`config.mk`:
```
export PLATFORM = sky130hd
export DESIGN_NAME = i2c_controller
export DESIGN_NICKNAME = d
export VERILOG_FILES = /design/src/rtl/i2c_controller.sv
export SDC_FILE = /design/constraint.sdc
export NUM_CORES = 1
export LEC_CHECK = 0
export ABC_AREA = 1
export BUFFER_PORTS_ARGS = -buffer_cell sky130_fd_sc_hd__buf_4
export CORE_MARGIN = 1
export CORE_UTILIZATION = 36
export CTS_CLUSTER_DIAMETER = 80
export DETAILED_ROUTE_END_ITERATION = 6
export HOLD_SLACK_MARGIN = 0.12
export PLACE_DENSITY = 0.52
export SLEW_MARGIN = 30
export SYNTH_ARGS = -nofsm -noshare
export SYNTH_HDL_FRONTEND = slang
export SYNTH_SLANG_ARGS = --single-unit
```
`constraint.sdc`:
```
create_clock -name clk_i -period 1.7 [get_ports clk_i]
set_input_delay 0.34 -clock clk_i [delete_from_list [all_inputs] [get_ports clk_i]]
set_output_delay 0.34 -clock clk_i [all_outputs]
set_load 0.03 [all_outputs]
```
`src/rtl/i2c_controller.sv`:
```
// I2C write-only initiator: START, addr+W, register byte, data byte, STOP, with per-transaction NACK report.
// Optional target clock stretching is enabled by defining CLOCK_STRETCH_EN.
module i2c_controller #(
  parameter int unsigned QDIV = 4
) (
  input  logic       clk_i,
  input  logic       rst_ni,
  input  logic       cmd_valid_i,
  output logic       cmd_ready_o,
  input  logic [6:0] dev_addr_i,
  input  logic [7:0] reg_addr_i,
  input  logic [7:0] data_i,
  output logic       done_o,
  output logic       nack_o,
  input  logic       scl_i,
  input  logic       sda_i,
  output logic       scl_oe_o,
  output logic       sda_oe_o
);

  typedef enum logic [2:0] {S_IDLE, S_START, S_BITS, S_ACK, S_STOP} state_e;

  state_e      state_q, state_d;
  logic [7:0]  qcnt_q;
  logic [1:0]  qph_q;
  logic [2:0]  bit_q;
  logic [1:0]  byte_q;
  logic [7:0]  sh_q, reg_q, dat_q;
  logic        nack_q, done_q, nack_out_q;
  logic        stall, tick, last_q;

  // Quarters in which SCL is released and the target may hold it low
`ifdef CLOCK_STRETCH_EN
  logic scl_rel_win;
  assign scl_rel_win = (((state_q == S_BITS) || (state_q == S_ACK)) && (qph_q == 2'd2)) ||
                       ((state_q == S_STOP) && (qph_q == 2'd1));
  assign stall = scl_rel_win && !scl_i;
`else
  logic unused_scl;
  assign unused_scl = scl_i;
  assign stall = 1'b0;
`endif

  assign tick   = (qcnt_q == 8'(QDIV - 1)) && !stall;
  assign last_q = tick && (qph_q == 2'd3);

  always_comb begin
    state_d = state_q;
    case (state_q)
      S_IDLE:  if (cmd_valid_i) state_d = S_START;
      S_START: if (tick && qph_q == 2'd2) state_d = S_BITS;
      S_BITS:  if (last_q && bit_q == 3'd7) state_d = S_ACK;
      S_ACK:   if (last_q) state_d = (nack_q || byte_q == 2'd2) ? S_STOP : S_BITS;
      S_STOP:  if (last_q) state_d = S_IDLE;
      default: state_d = S_IDLE;
    endcase
  end

  always_comb begin
    scl_oe_o = 1'b0;
    sda_oe_o = 1'b0;
    case (state_q)
      S_START: begin
        scl_oe_o = (qph_q == 2'd2);
        sda_oe_o = (qph_q != 2'd0);
      end
      S_BITS: begin
        scl_oe_o = (qph_q < 2'd2);
        sda_oe_o = ~sh_q[7];
      end
      S_ACK:  scl_oe_o = (qph_q < 2'd2);
      S_STOP: begin
        scl_oe_o = (qph_q == 2'd0);
        sda_oe_o = (qph_q < 2'd2);
      end
      default: ;
    endcase
  end

  always_ff @(posedge clk_i or negedge rst_ni) begin
    if (!rst_ni) begin
      state_q <= S_IDLE;
      qcnt_q  <= '0;
      qph_q   <= '0;
    end else begin
      state_q <= state_d;
      if (state_q == S_IDLE || tick) qcnt_q <= '0;
      else if (!stall)               qcnt_q <= qcnt_q + 8'd1;
      if (state_d != state_q) qph_q <= '0;
      else if (tick)          qph_q <= qph_q + 2'd1;
    end
  end

  always_ff @(posedge clk_i or negedge rst_ni) begin
    if (!rst_ni) begin
      bit_q      <= '0;
      byte_q     <= '0;
      sh_q       <= '0;
      reg_q      <= '0;
      dat_q      <= '0;
      nack_q     <= 1'b0;
      done_q     <= 1'b0;
      nack_out_q <= 1'b0;
    end else begin
      done_q <= 1'b0;
      case (state_q)
        S_IDLE: if (cmd_valid_i) begin
          sh_q       <= {dev_addr_i, 1'b0};
          reg_q      <= reg_addr_i;
          dat_q      <= data_i;
          bit_q      <= '0;
          byte_q     <= '0;
          nack_q     <= 1'b0;
          nack_out_q <= 1'b0;
        end
        S_BITS: if (last_q) begin
          sh_q  <= {sh_q[6:0], 1'b0};
          bit_q <= bit_q + 3'd1;
        end
        S_ACK: begin
          if (tick && qph_q == 2'd2 && sda_i) nack_q <= 1'b1;
          if (last_q && !nack_q && byte_q != 2'd2) begin
            byte_q <= byte_q + 2'd1;
            sh_q   <= (byte_q == 2'd0) ? reg_q : dat_q;
          end
        end
        S_STOP: if (last_q) begin
          done_q     <= 1'b1;
          nack_out_q <= nack_q;
        end
        default: ;
      endcase
    end
  end

  assign cmd_ready_o = (state_q == S_IDLE);
  assign done_o      = done_q;
  assign nack_o      = nack_out_q;

endmodule
```
==> out/results.ini, run 1 <==
[status]
status=complete, but fails checks
violations=setup timing

[synth]
netlist_instances=288
async_flop_share_pct=100
synth_most_common_cell=nand2_1
yosys_warnings=0
synthesis.nets=324
synth_seq_area_share_pct=48.2
synthFlopType=dfrtp_1
synth_edf_count=0
synth_top_area_share_pct=48.2
synth_cell_types=35
syn_area_sq_mm=0.00234
synth_common_cells=102 x nand2_1, 45 x dfrtp_1, 22 x inv_1
ys_top_cells_by_area=dfrtp_1 48%, nand2_1 16%, ha_1 4.3%, inv_1 3.5%, nor2_1 3.4%
ys_ff_latch=45
yosys.area.top_type=dfrtp_1
syn_area_per_cell_sq_um=8.11

[worst_setup_path]
cp_top_family=flip-flops
crit_slowest_cell=dfrtp_2
cp-end-kind=primary output
crit_buf_inv=2
crit_chain=nor3_4 > inv_2 > nand2_2 > a22oi_2 > o21ai_1 > buf_4
cp.required_ns=1.36
slowest_delay_ns=0.48
arrival_ns=1.48
cp-start-kind=flop
cp_max_fo=4
critPathKind=flop to primary output

[sta]
grt_setup_unrepaired=yes
fin_ws_ns=-0.117
hold_violations=0
clock.fmax_mhz=550
final.period_utilization_pct=107
setup_viol=2
post-route-min-period_ns=1.82
fin_skew_ns=0.00676
slew_viol_final=0
tightest_slew_ns=0.587
slew_headroom_pct=60.9
tns_ns=-0.213

[placement]
portBuffers=31
hpwlAfterDp_mm=3.77
place_area_sq_mm=0.00277
place.gp.congestion=0.826
pre_cts_ws_ns=-0.00000422

[clocking]
cts_buffer_depth=2
cts_tree=yes
clock-sinks=45
worstSkewPairLatency_ns=0.30
clkTransAtPathRegs_ns=0.09
numCtsBuffers=5
htreeDepth=2
cts_root_buf=clkbuf_8

[floorplanning]
core_sq_mm=0.00610
dieArea_sq_mm=0.00682
die_x_um=82.6
ios=33
chipHeight_um=82.6
rows=28
start_util_pct=38.3

[cells_and_area]
drive_gt1_share_pct=32.3
fin_area_sq_mm=0.00309
num_antenna_cells=0
finish.utilization_pct=50.7
num-nets-final=391
area_growth_pct=32.4

[worst_hold_path]
hp-class=input port to flop

[route]
viasPerCell=4.71
num_vias=2028
firstDrtPassIters=4
routedWlPerCell_um=12.9
drt_iter0_drc=109
wirelength_mm=5.56
drc_errors=0
ant_nets=0

[global_route]
grt_antenna_before_repair=0
grt_start_max_net_pins=46
grt_pass1_wl_mm=9.09
grt_use_total_pct=18.0
grt_overflow=0
grt_pass1_vias=1937

[run]
cap_violations=0

[power_and_ir_drop]
power.leakage_nw=1.62
peakVddDrop_mv=0.467
finalPower_mw=3.53
p_per_area_mw_per_mm2=1140

==> state kept, by name (all words and copies together), names as in the netlist <==
signal,flops
qph_q,2
nack_q,1
done_o,1
bit_q,3
sh_q,8
reg_q,8
byte_q,2
dat_q,8
nack_o,1
qcnt_q,8
state_q,3
==> per-stage QoR <==
stage	std cells	hold slack, ns
floorplan	288	0.0444
global placement	405	0.387
detailed placement	405	0.386
CTS	425	0.218
global route	431	0.219
finish	431	0.223
==> area by class of cell <==
| class | count | area [sq um] |
|---|---|---|
| Multi-Input combinational cell | 208 | 1130 |
| Inverter | 29 | 113 |
| Clock inverter | 3 | 21.3 |
| Tap cell | 75 | 93.8 |
| Fill cell | 621 | 3000 |
| Timing Repair Buffer | 66 | 541 |
| Sequential cell | 45 | 1130 |
| Clock buffer | 5 | 68.8 |
==> logic make-up (layout without fill, tap and decap cells) <==
| family | after synthesis | after routing | synth area share (%) |
|---|---|---|---|
| and+or+nand+nor | 160 | 161 | 30.0 |
| DFF | 45 | 45 | 48.2 |
| AOI/OAI and AO/OA | 37 | 37 | 10.3 |
| buffers and inverters | 36 | 103 | 6.37 |
| adders and majority gates | 8 | 8 | 4.29 |
| xor gates and xnor gates | 1 | 1 | 0.375 |
| muxes | 1 | 1 | 0.429 |
==> worst register-to-register path: cells and delay by family, from the launching register on <==
family	cells	cell delay (ns)
buf+inv	3	0.36
flops	1	0.48
simple gates	6	0.71
==> final timing paths <==
path                       slack, ns           from          to  cells after the start
setup / recovery               -0.12     state_q[0]    scl_oe_o                      6
hold reg to reg                 0.49       bit_q[2]    bit_q[2]                      2
max in group asynchronous       0.70         rst_ni  state_q[0]                      2
hold / removal                  0.22  reg_addr_i[5]    reg_q[5]                      3
setup reg to reg                0.06     state_q[0]    qph_q[1]                      9
min in group asynchronous       0.56         rst_ni    bit_q[2]                      2
==> per-layer routing <==
metal	wire length [um]	share of wire [%]	track usage, %
met5	0	0	0
met2	2470	45	27.3
met1	2840	51	25.4
met3	136	2.4	3.30
met4	104	1.9	6.72
==> power breakdown <==
| group | total, mW | leakage, nW | internal, mW | switching, mW |
|---|---|---|---|---|
| combinational | 1.41 | 0.990 | 0.623 | 0.790 |
| sequential | 1.42 | 0.581 | 1.29 | 0.136 |
| clock | 0.690 | 0.0445 | 0.292 | 0.398 |
==> cell usage in the layout (no fill, tap or decap), types with 3 or more instances in the layout <==
cell type and count:
a21oi_1 8, buf_4 58, buf_6 4, clkbuf_8 5
dfrtp_1 43, ha_1 6, inv_1 17, inv_2 10
nand2_1 97, nand2_2 9, nand2_4 3, nand3_1 11
nand4_1 4, nor2_1 19, nor2_4 3, nor3_1 5
o211ai_1 3, o21ai_0 12, o21ai_1 3, o21ai_2 3
==> timing repair <==
action / CTS / global route
hold endpoints to repair: 45 / 0
hold buffers: 1 / 0
gates resized for setup: 8 / 25
gates cloned: 0 / 1
pin swaps: 4 / 10
buffers inserted: 11 / 6
setup endpoints to repair: 9 / 14
Power figures use the tool's default switching activity.
==> run 2: changes to the inputs <==
--- a/config.mk
+++ b/config.mk
@@ -8,11 +8,12 @@
 export ABC_AREA = 1
 export BUFFER_PORTS_ARGS = -buffer_cell sky130_fd_sc_hd__buf_4
 export CORE_MARGIN = 1
-export CORE_UTILIZATION = 36
+export CORE_UTILIZATION = 55
 export CTS_CLUSTER_DIAMETER = 80
 export DETAILED_ROUTE_END_ITERATION = 6
 export HOLD_SLACK_MARGIN = 0.12
-export PLACE_DENSITY = 0.52
+export PLACE_DENSITY = 0.75
+export RECOVER_POWER = 25
 export SLEW_MARGIN = 30
 export SYNTH_ARGS = -nofsm -noshare
 export SYNTH_HDL_FRONTEND = slang
==> run 2 against run 1 <==
  * The run still ends with setup timing left
  * Maximum frequency decreased by 0.54%
  * Sequential share of layout area up 1.7 points
  * Clock skew hardly changed
  * Critical path depth rose by 2
  * First-iteration DRC count grew 51%
  * Worst setup slack worse by 0.0099 ns
  * Sequential power about the same
  * Final area fell by 4.5%
  * Count of clock-buffer cells in the layout is 2 higher
  * Cell count shrank 9.0%
==> out/results.ini, run 2 (synthesis results as in run 1) <==
[floorplanning]
chipHeight_um=67.2
start_util_pct=58.0
dieArea_sq_mm=0.00451
core_sq_mm=0.00403
die_x_um=67.2
ios=33
rows=23

[sta]
final.period_utilization_pct=107
clock.fmax_mhz=547
tns_ns=-0.217
hold_violations=0
setup_viol=2
fin_ws_ns=-0.127
slew_headroom_pct=26.0
grt_setup_unrepaired=yes
fin_hold_ws_ns=0.231
tightest_slew_ns=1.11
slew_viol_final=0
fin_skew_ns=0.00691
post-route-min-period_ns=1.83

[worst_setup_path]
ff2ff_setup_slack_ns=0.06
r2r_start=byte_q[0]
rr_endpoint=byte_q[0]
reg2regPathDepth=10
arrival_ns=1.49
critPathKind=flop to primary output
cp_max_fo=4
cp-end-kind=primary output
cp.required_ns=1.36
cp-start-kind=flop

[cells_and_area]
num-fill-cells=317
num-nets-final=377
mostFrequentLayoutCells=97 x nand2_1, 46 x buf_4, 43 x dfrtp_1
num_antenna_cells=0
drive_gt1_share_pct=28.9
multi_input_area_sq_mm=0.00113
regArea_sq_mm=0.00113
area_growth_pct=26.4
final_common_cell=nand2_1

[route]
firstDrtPassIters=4
wirelength_mm=5.17
num_vias=2054
drt_iter0_drc=165
viasPerCell=5.24
ant_nets=0
routedWlPerCell_um=13.2
drc_errors=0

[clocking]
worstSkewPairLatency_ns=0.30
clkTransAtPathRegs_ns=0.08
cts_buffer_depth=2
clock-sinks=45
cts_root_buf=clkbuf_8
htreeDepth=2
cts_tree=yes
numCtsBuffers=5

[power_and_ir_drop]
power.leakage_nw=1.55
finalPower_mw=3.49
peakVddDrop_mv=0.681
p_per_area_mw_per_mm2=1180

[worst_hold_path]
hp-class=input port to flop
min_to=reg_q[7]
hp-start=reg_addr_i[7]
holdPathStages=3

[placement]
place.gp.congestion=0.873
pre_cts_ws_ns=-0.0128
portBuffers=31
hpwlAfterDp_mm=3.46

[status]
violations=setup timing
status=complete, but fails checks

[global_route]
grt_start_max_net_pins=46
grt_antenna_before_repair=0
grt_overflow=0
grt_pass1_vias=1909
grt_pass1_wl_mm=8.31
grt_use_total_pct=24.9

[run]
cap_violations=0

## run 2: through the flow
stage	std cells	area (sq um)	utilization (%)
global route	392	2950	73.3
global placement	373	2690	66.7
finish	392	2950	73.3
floorplan	288	2340	-
detailed placement	373	2690	66.7
CTS	389	2880	71.4
## run 2: routing by layer
metal | GRT usage (%) | vias to the layer above | routed length, um
li1 | - | 1032 | -
met2 | 38.9 | 63 | 2540
met3 | 6.25 | 7 | 333
met1 | 32.6 | 952 | 2240
met4 | 10.9 | 0 | 58
met5 | 0 | - | 0
## run 2: where the power goes
group / internal [mW] / switching [mW] / leakage [nW] / total [mW]
Combinational: 0.551 / 0.775 / 0.915 / 1.33
Sequential: 1.29 / 0.151 / 0.581 / 1.44
Clock: 0.368 / 0.353 / 0.0542 / 0.720
Total: 2.21 / 1.28 / 1.55 / 3.49
## run 2: timing repair
item                                   in CTS  in global routing
gates cloned                                0                  1
endpoints found under the hold margin      45                  0
setup endpoints to repair                   7                 15
hold buffers                                1                  0
setup buffers                               7                  3
pin swaps                                   3                  4
gates resized for setup                    10                 20
## run 2: worst max-delay path by stage
stage | to | from | slack, ns
finish | scl_oe_o | state_q[2] | -0.13
CTS | scl_oe_o | state_q[1] | -0.1
floorplan | sda_oe_o | state_q[0] | 0.07
global placement | sh_q[7] | byte_q[0] | 0.03
detailed placement | sh_q[2] | byte_q[0] | -0.01
global route | scl_oe_o | state_q[2] | -0.20
## run 2: critical path, cell delays in order (launching register included)
cell	delay, ns
dfrtp_1	0.44
inv_2	0.10
nand2_4	0.07
nor2_4	0.13
inv_2	0.05
nand2_2	0.08
a22oi_2	0.05
o21ai_1	0.08
buf_4	0.18
## run 2: layout make-up
cell class	count	area share, %
clock inverters	1	0.170
multi-input cells	208	38.3
clock buffers	7	3.26
well taps	50	2.12
repair buffers	52	14.0
inverters	29	3.90
flip-flops and latches	45	38.2
